===== config.mk =====
export PLATFORM = sky130hd
export DESIGN_NAME = controle_partida
export DESIGN_NICKNAME = d
export VERILOG_FILES = /design/src/rtl/pong_pkg.sv /design/src/rtl/detector_borda.sv /design/src/rtl/controle_partida.sv
export SDC_FILE = /design/constraint.sdc
export NUM_CORES = 1
export LEC_CHECK = 0
export ABC_AREA = 1
export CORE_ASPECT_RATIO = 0.5
export CORE_MARGIN = 3
export CORE_UTILIZATION = 35
export CTS_CLUSTER_DIAMETER = 120
export DETAILED_ROUTE_END_ITERATION = 10
export PLACE_DENSITY = 0.53
export SYNTH_ARGS = -nofsm -noshare
export SYNTH_HDL_FRONTEND = slang
export SYNTH_HIERARCHICAL = 1
export SYNTH_SLANG_ARGS = --single-unit
export TNS_END_PERCENT = 5

===== constraint.sdc =====
create_clock -name clock -period 2.1 [get_ports clock]
set_clock_uncertainty 0.2 [all_clocks]
set_input_delay 0.21 -clock clock [delete_from_list [all_inputs] [get_ports clock]]
set_output_delay 0.21 -clock clock [all_outputs]
set_load 0.01 [all_outputs]

===== src/rtl/pong_pkg.sv =====
// Shared definitions for the pong match logic.
// Holds the match state codes (also shown on the HUD through the estado
// output), the ganhador codes reported by the placar scoreboard, and the
// serve direction constants.
package pong_pkg;

  typedef enum logic [2:0] {
    OCIOSO = 3'd0,
    SAQUE  = 3'd1,
    JOGO   = 3'd2,
    PAUSA  = 3'd3,
    PONTO  = 3'd4,
    ESPERA = 3'd5,
    FIM    = 3'd6,
    LIMPA  = 3'd7
  } estado_t;

  localparam logic [1:0] GAN_NENHUM = 2'd0;
  localparam logic [1:0] GAN_ESQ    = 2'd1;
  localparam logic [1:0] GAN_DIR    = 2'd2;

  localparam logic DIR_ESQ = 1'b0;
  localparam logic DIR_DIR = 1'b1;

  // Code 3 from placar is not a win; only the two player codes end the match.
  function automatic logic tem_ganhador(input logic [1:0] ganhador);
    return (ganhador == GAN_ESQ) || (ganhador == GAN_DIR);
  endfunction

endpackage


===== src/rtl/detector_borda.sv =====
// Registered rising-edge detector for a debounced level input.
// Ports:
//   clock   - system clock
//   reset   - asynchronous active-low reset
//   entrada - level input (button)
//   borda   - one-cycle pulse, one clock after entrada is first seen high
// The history register clears on reset, so an input held through reset
// produces an edge as soon as reset is released.
module detector_borda (
  input  logic clock,
  input  logic reset,
  input  logic entrada,
  output logic borda
);

  logic anterior;

  // History of the input plus the registered edge pulse.
  always_ff @(posedge clock or negedge reset) begin
    if (!reset) begin
      anterior <= 1'b0;
      borda    <= 1'b0;
    end else begin
      anterior <= entrada;
      borda    <= entrada & ~anterior;
    end
  end

endmodule


===== src/rtl/controle_partida.sv =====
// Match sequencer for pong, between the ball/collision logic and placar.
// Ports:
//   clock, reset (async active-low)
//   frame_tick                      - one pulse per video frame
//   botao_inicio, botao_pausa       - debounced buttons, rising edge used
//   bola_saiu_esquerda/direita      - one-cycle ball exit pulses
//   ganhador                        - winner code read back from placar
//   ponto_esquerda/direita, enable  - one-cycle point strobe to placar
//   reset_placar                    - clears placar
//   bola_centro, bola_ativa         - ball centring / motion enable
//   saque_direcao                   - serve direction (0 left, 1 right)
//   estado                          - state code for debug/HUD
// Every output is a register loaded from the current state, so outputs
// follow a state change by one clock.
module controle_partida
  import pong_pkg::*;
#(
  parameter int FRAMES_SAQUE = 120,
  parameter int LAT_PLACAR   = 2
) (
  input  logic       clock,
  input  logic       reset,
  input  logic       frame_tick,
  input  logic       botao_inicio,
  input  logic       botao_pausa,
  input  logic       bola_saiu_esquerda,
  input  logic       bola_saiu_direita,
  input  logic [1:0] ganhador,
  output logic       ponto_esquerda,
  output logic       ponto_direita,
  output logic       enable,
  output logic       reset_placar,
  output logic       bola_centro,
  output logic       bola_ativa,
  output logic       saque_direcao,
  output logic [2:0] estado
);

  localparam int W_FRAME  = (FRAMES_SAQUE > 0) ? $clog2(FRAMES_SAQUE + 1) : 1;
  localparam int W_ESPERA = (LAT_PLACAR > 0) ? $clog2(LAT_PLACAR + 1) : 1;
  localparam logic [W_FRAME-1:0]  ULTIMO_FRAME =
    W_FRAME'((FRAMES_SAQUE > 0) ? FRAMES_SAQUE - 1 : 0);
  localparam logic [W_ESPERA-1:0] FIM_ESPERA = W_ESPERA'(LAT_PLACAR);

  estado_t               estado_q, estado_n;
  logic [W_FRAME-1:0]    cnt_frame_q, cnt_frame_n;
  logic [W_ESPERA-1:0]   cnt_espera_q, cnt_espera_n;
  logic                  lado_q, lado_n;
  logic                  borda_inicio, borda_pausa;
  logic                  en_n, pe_n, pd_n, rp_n, bc_n, ba_n, sd_n;

  detector_borda u_borda_inicio (
    .clock   (clock),
    .reset   (reset),
    .entrada (botao_inicio),
    .borda   (borda_inicio)
  );

  detector_borda u_borda_pausa (
    .clock   (clock),
    .reset   (reset),
    .entrada (botao_pausa),
    .borda   (borda_pausa)
  );

  // State, timers and the latched side of the last exit.
  always_ff @(posedge clock or negedge reset) begin
    if (!reset) begin
      estado_q     <= OCIOSO;
      cnt_frame_q  <= '0;
      cnt_espera_q <= '0;
      lado_q       <= DIR_ESQ;
    end else begin
      estado_q     <= estado_n;
      cnt_frame_q  <= cnt_frame_n;
      cnt_espera_q <= cnt_espera_n;
      lado_q       <= lado_n;
    end
  end

  // Next-state logic. Both timers default to zero, so they are already
  // clear whenever SAQUE or ESPERA is entered.
  always_comb begin
    estado_n     = estado_q;
    cnt_frame_n  = '0;
    cnt_espera_n = '0;
    lado_n       = lado_q;
    case (estado_q)
      OCIOSO: if (borda_inicio) estado_n = SAQUE;
      SAQUE: begin
        cnt_frame_n = cnt_frame_q;
        if (FRAMES_SAQUE == 0) begin
          estado_n = JOGO;
        end else if (frame_tick) begin
          if (cnt_frame_q == ULTIMO_FRAME) estado_n = JOGO;
          else cnt_frame_n = cnt_frame_q + W_FRAME'(1);
        end
      end
      JOGO: begin
        // Exits win over pause; a double exit is a void rally.
        if (bola_saiu_esquerda ^ bola_saiu_direita) begin
          estado_n = PONTO;
          lado_n   = bola_saiu_direita ? DIR_DIR : DIR_ESQ;
        end else if (bola_saiu_esquerda & bola_saiu_direita) begin
          estado_n = SAQUE;
        end else if (borda_pausa) begin
          estado_n = PAUSA;
        end
      end
      PAUSA: if (borda_pausa) estado_n = JOGO;
      PONTO: estado_n = ESPERA;
      ESPERA: begin
        // Give placar time to register the point before reading ganhador.
        if (cnt_espera_q == FIM_ESPERA)
          estado_n = tem_ganhador(ganhador) ? FIM : SAQUE;
        else
          cnt_espera_n = cnt_espera_q + W_ESPERA'(1);
      end
      FIM:   if (borda_inicio) estado_n = LIMPA;
      LIMPA: estado_n = SAQUE;
      default: estado_n = OCIOSO;
    endcase
  end

  // Output decode from the current state; registered below.
  always_comb begin
    en_n = 1'b0;
    pe_n = 1'b0;
    pd_n = 1'b0;
    rp_n = 1'b0;
    bc_n = 1'b0;
    ba_n = 1'b0;
    sd_n = saque_direcao;
    case (estado_q)
      OCIOSO: begin
        rp_n = 1'b1;
        bc_n = 1'b1;
        sd_n = DIR_ESQ;
      end
      SAQUE: bc_n = 1'b1;
      JOGO:  ba_n = 1'b1;
      PAUSA: begin
      end
      PONTO: begin
        en_n = 1'b1;
        pe_n = (lado_q == DIR_ESQ);
        pd_n = (lado_q == DIR_DIR);
        sd_n = lado_q;
      end
      ESPERA, FIM: bc_n = 1'b1;
      LIMPA: begin
        rp_n = 1'b1;
        bc_n = 1'b1;
        sd_n = DIR_ESQ;
      end
      default: begin
      end
    endcase
  end

  // Registered outputs; reset drops any pending strobe immediately.
  always_ff @(posedge clock or negedge reset) begin
    if (!reset) begin
      enable         <= 1'b0;
      ponto_esquerda <= 1'b0;
      ponto_direita  <= 1'b0;
      reset_placar   <= 1'b1;
      bola_centro    <= 1'b1;
      bola_ativa     <= 1'b0;
      saque_direcao  <= DIR_ESQ;
      estado         <= OCIOSO;
    end else begin
      enable         <= en_n;
      ponto_esquerda <= pe_n;
      ponto_direita  <= pd_n;
      reset_placar   <= rp_n;
      bola_centro    <= bc_n;
      bola_ativa     <= ba_n;
      saque_direcao  <= sd_n;
      estado         <= estado_q;
    end
  end

endmodule


==> results of run 1 <==
logic make-up (layout without fill, tap and decap cells):
family          count (synthesis)  in the layout  synth area share
compound gates                 12             12           0.05957
fa+ha+maj                       3              3           0.02930
simple gates                   74             74            0.2793
flops                          27             27            0.5293
xor+xnor                        3              3           0.02051
buf+inv                        26             48           0.08202
placed cells by master, fill, tap and decap left out, types with 2 or more instances in the layout:
| cell | count |
|---|---|
| xor2_1 | 3 |
| o21ai_1 | 2 |
| o211ai_1 | 2 |
| nand3_1 | 11 |
| inv_2 | 4 |
| nor2_1 | 15 |
| nand3_2 | 2 |
| dfstp_2 | 2 |
| nand4_1 | 4 |
| nand2_1 | 27 |
| nor3_1 | 4 |
| clkdlybuf4s50_1 | 18 |
| nor2_2 | 5 |
| o21bai_1 | 3 |
| inv_1 | 20 |
| ha_1 | 3 |
| dfrtp_1 | 25 |
| a21oi_1 | 2 |
| clkbuf_8 | 3 |
| nand2_2 | 3 |
layer usage:
layer | vias up | global-route usage | share of wire
met5 | - | 0 | 0
met4 | 0 | 0.04500 | 0.017
met3 | 5 | 0.05085 | 0.052
met2 | 20 | 0.1826 | 0.41
met1 | 447 | 0.1731 | 0.53
li1 | 504 | - | -
power by group:
part | leakage (nW) | switching, mW | internal, mW
clock network | 0.0228 | 0.160 | 0.136
registers | 0.348 | 0.0972 | 0.628
logic | 0.395 | 0.314 | 0.230
state kept, by name, summed over array words and instances (netlist names), 2 cells and up:
| name | flops |
|---|---|
| estado | 3 |
| estado_q | 3 |
| cnt_espera_q | 2 |
| cnt_frame_q | 7 |
worst paths after layout:
| kind | endpoint | slack, ps | cells after the start |
|---|---|---|---|
| worst max-delay path | reset_placar | 360 | 1 |
| worst min-delay path | cnt_frame_q[2] | 100 | 2 |
| worst max register to register | estado_q[0] | 430 | 8 |
| worst min register to register | u_borda_pausa/borda | 210 | 1 |
| max in group asynchronous | bola_centro | 1290 | 2 |
| min in group clock | u_borda_pausa/anterior | 190 | 1 |
cell type report:
class	count	area, sq um
flip-flops and latches	27	678.2
clock buffers	4	45.04
inverters	25	93.84
well taps	48	60.06
repair buffers	19	187.7
multi-input cells	92	498.0
fillers	315	1678
==> flow_summary_export.csv, run 1 <==
group,metric,value,unit
clock_tree,cts_root_buffer,"clkbuf_8",
layout,syn_to_final_growth,21.97,%
run,drv_cap,0,
synthesis,synth_common_cells,"27 x nand2_1, 25 x dfrtp_1, 20 x inv_1",
global_routing,grt_pass1_wl,4.409,mm
clock_tree,clock_path_buffers,2,
critical_path,reg2reg_from,"cnt_frame_q[0]",
placement,hpwl,1.789,mm
layout,final_nets,180,
route,drcViolationCount,0,
timing,hold_viol,0,
timing,fin_ws,364.0,ps
global_routing,grt_usage,0.1273,
floorplanning,start_util,0.3954,
route,drtPass1Iterations,4,
placement,dp_slack,240.8,ps
layout,antenna_cells,0,
placement,dp_cells,211,
timing,setup_violations,0,
global_routing,grt-ovfl-total,0,
layout,final_core_util,0.4822,
synthesis,yosys_warnings,6,
floorplanning,row_count,14,
critical_path,crit_start,"reset_placar",
critical_path,critPathSlowestCell,"dfstp_2",
clock_tree,cts_resized,0,
global_routing,grt_pass1_vias,954,
synthesis,synth_top_area_frac,0.4883,
critical_path,path_cells,"clkdlybuf4s50_1",
synthesis,seq_area_frac_synth,0.5293,
timing,rsz0062_at_grt,"false",
synthesis,synth_fp_nets,157,
clock_tree,htree_num_levels,1,
timing,relSlewSlack,0.7483,
critical_path,crit_type,"reg -> out",
floorplanning,ios,19,
critical_path,path_delay_family,"flip-flops",
synthesis,yosys.area.top_type,"dfrtp_1",
pwr,irDropWorstVdd,0.0003757,V
timing,tns,0,ps
timing,fin_crit,1736,ps
route,vias_per_cell,4.540,
clock_tree,clock_latency,270,ps
timing,maxSlewViolCount,0,
critical_path,cp.buffers_inverters,1,
route,initialDrtViolationCount,39,
pwr,p_total,1.565,mW
clock_tree,numCtsBuffers,3,
synthesis,syn_area_per_cell,8.836,sq um
pwr,leakage,0.7660,nW
layout,final_cell_area,1563,sq um
clock_tree,post_cts_buffers,0,
floorplanning,die_y,48.78,um
pwr,p_per_area,1001,nW/um^2
global_routing,grt_max_degree,28,
placement,place_area,1518,sq um
critical_path,worstPathRequired,1690,ps
critical_path,worstPathArrival,1330,ps
clock_tree,cts_hold_buffers,0,
synthesis,yosysMostFrequentCell,"nand2_1",
synthesis,ys.flop_type,"dfrtp_1",
synthesis,syn_area,1281,sq um
clock_tree,clk_pin_slew_worst_paths,90,ps
critical_path,cp_slowest_stage_delay,530,ps
floorplanning,die_x,91.57,um
synthesis,synthCells,145,
route,vias,976,
layout,drive_gt1_frac,0.1377,
global_routing,grt_antenna_before_repair,0,
timing,finalCritPeriodShare,0.8267,
layout,final_cells,215,
synthesis,synth_edf_count,0,
worst_hold_path,hold_path_class,"in -> async",
timing,timing.fmax,0.5760,GHz
timing,whs,104.9,ps
timing,tightestPinTransition,377.6,ps
critical_path,cp-end-kind,"primary output",
floorplanning,coreArea,3241,sq um
clock_tree,cts_tree,"built",
synthesis,synth-seq-cells,27,
clock_tree,cts.sinks,27,
route,ant_nets,0,
floorplanning,die_area,4467,sq um
critical_path,start_kind,"flip-flop",
placement,finalWeightedCongestion,0.8424,
route,routedWlPerCell,11.20,um
critical_path,cp_max_fo,1,
synthesis,ys_types,26,
status,status,"finished, final reports clean",
placement,io_buffers,18,
synthesis,synth_area_leaders,"dfrtp_1 49%, nand2_1 7.9%, inv_1 5.9%",
synthesis,synthArstFlopShare,1.000,
route,routed_wirelength,2.409,mm
Note: power is estimated with default switching activity, not from simulation.
==> inputs of run 2 (changes only) <==
==> constraint.sdc (replaced) <==
create_clock -name clock -period 1.61 [get_ports clock]
set_clock_uncertainty 0.2 [all_clocks]
set_input_delay 0.161 -clock clock [delete_from_list [all_inputs] [get_ports clock]]
set_output_delay 0.161 -clock clock [all_outputs]
set_load 0.01 [all_outputs]
==> run 2 against run 1 <==
Against the previous run:
- first-iteration DRC count is 23% lower
- sequential cell count stayed put
- largest power group unchanged
- setup slack worse by 280 ps
- critical path depth stayed put
- critical path type unchanged
- worst hold slack worse by 70 ps
- final area is 6.2% higher
- via count is 1.5% higher
- non-clock buffer count is 8 higher
- sequential power is 30% higher
==> flow_summary_export.csv, run 2 (synthesized netlist as in run 1, its figures left out) <==
group,metric,value,unit
status,status,"finished, final reports clean",
timing,fin_crit,1523,ps
critical_path,path_delay_family,"buffers and inverters",
pwr,p_total,2.172,mW
critical_path,path_cells,"clkdlybuf4s50_1",
global_routing,grt_max_degree,28,
route,initialDrtViolationCount,30,
global_routing,grt_antenna_before_repair,0,
placement,io_buffers,18,
route,routedWlPerCell,11.61,um
clock_tree,clock_path_buffers,2,
floorplanning,die_area,4467,sq um
critical_path,worstPathRequired,1250,ps
critical_path,cp.buffers_inverters,1,
timing,relSlewSlack,0.8556,
clock_tree,cts.sinks,27,
clock_tree,htree_num_levels,1,
layout,drive_gt1_frac,0.2171,
placement,dp_slack,-161.8,ps
pwr,p_per_area,1309,nW/um^2
critical_path,cp_slowest_stage_delay,540,ps
pwr,leakage,0.8063,nW
layout,final_core_util,0.5120,
floorplanning,row_count,14,
layout,mostFrequentLayoutCells,"26 x nand2_1, 22 x dfrtp_1, 19 x inv_1",
clock_tree,numCtsBuffers,3,
timing,timing.fmax,0.6567,GHz
worst_hold_path,hold_path_class,"in -> async",
timing,tightestPinTransition,216.0,ps
placement,finalWeightedCongestion,0.8558,
layout,nFillCells,309,
critical_path,cp-end-kind,"primary output",
critical_path,crit_type,"reg -> out",
route,drtPass1Iterations,3,
layout,antenna_cells,0,
critical_path,worstPathArrival,1160,ps
clock_tree,cts_root_buffer,"clkbuf_8",
clock_tree,cts_tree,"built",
route,vias_per_cell,4.444,
global_routing,grt_pass1_vias,1000,
global_routing,grt-ovfl-total,0,
clock_tree,cts_hold_buffers,0,
placement,place_area,1583,sq um
floorplanning,die_x,91.57,um
critical_path,cp_max_fo,1,
floorplanning,ios,19,
timing,hold_viol,0,
clock_tree,clock_latency,270,ps
timing,tns,0,ps
route,routed_wirelength,2.590,mm
floorplanning,start_util,0.3954,
pwr,irDropWorstVdd,0.0003785,V
timing,maxSlewViolCount,0,
layout,seqCellArea,681.9,sq um
timing,fin_ws,87.27,ps
floorplanning,coreArea,3241,sq um
layout,final_cell_area,1659,sq um
critical_path,start_kind,"flip-flop",
layout,final_common_cell,"nand2_1",
floorplanning,die_y,48.78,um
placement,hpwl,1.883,mm
layout,syn_to_final_growth,29.49,%
critical_path,critPathSlowestCell,"clkdlybuf4s50_1",
timing,setup_violations,0,
layout,final_nets,188,
global_routing,grt_pass1_wl,4.533,mm
route,vias,991,
layout,largest_reg_flops,7,
route,ant_nets,0,
layout,regMostFlops,"cnt_frame_q",
timing,finalCritPeriodShare,0.9458,
route,drcViolationCount,0,
clock_tree,clk_pin_slew_worst_paths,90,ps
global_routing,grt_usage,0.1288,
layout,top_regs,"cnt_frame_q (7), estado (3), estado_q (3)",
run,drv_cap,0,
layout,multi_input_area,520.5,sq um
[run 2: cell types whose count changed in the layout (fill, tap and decap cells not counted), moves of 2 or more]
cell / change
dfrtp_1: -3
dfrtp_2: +3
dlygate4sd2_1: +2
buf_4: +7
clkdlybuf4s50_1: -2
[run 2: power breakdown]
part / switching [mW] / internal, mW / total, mW
Clock: 0.207 / 0.177 / 0.384
Combinational: 0.467 / 0.378 / 0.846
Sequential: 0.118 / 0.824 / 0.942
[run 2: what timing repair did]
| item | in CTS | in global routing |
|---|---|---|
| endpoints found under the hold margin | 0 | 0 |
| gates resized for setup | 3 | 8 |
| setup buffers | 0 | 1 |
| pin swaps | 0 | 5 |
| endpoints found under the setup margin | 5 | 7 |
[run 2: worst reg2reg max path, stage by stage (launching register included)]
cell,delay (ps)
dfrtp_1,380
ha_2,200
nand2_1,60
inv_2,60
nand3_4,100
nand2_4,110
nand3_2,90
o21bai_1,160
nand2_1,60
[run 2: path summary, 6_finish.rpt]
kind	from	endpoint	slack [ps]	cells after the start
max	bola_ativa	bola_ativa	90	1
min	reset	cnt_frame_q[6]	40	2
max reg2reg	cnt_frame_q[1]	estado_q[1]	90	8
min reg2reg	u_borda_pausa/anterior	u_borda_pausa/borda	210	1
max in group asynchronous	reset	reset_placar	940	2
min in group clock	botao_pausa	u_borda_pausa/anterior	150	1
[run 2: area by class of cell]
class                      instances  area share
multi-input combinational         92      0.3137
sequential                        27      0.4110
inverter                          25     0.05656
tap                               48     0.03620
clock buffer                       4     0.02715
timing repair buffer              27      0.1554
[run 2: stage by stage]
stage / hold WS, ps / instances
floorplan: -334.6 / 145
CTS: 46.35 / 222
global placement: 194.4 / 218
global route: 42.82 / 223
detailed placement: 202.0 / 218
finish: 35.20 / 223
[run 2: metal layers]
| layer | share of wire | track usage |
|---|---|---|
| met1 | 0.51 | 0.1753 |
| met2 | 0.43 | 0.1935 |
| met3 | 0.040 | 0.04006 |
| met4 | 0.015 | 0.04500 |
| met5 | 0 | 0 |
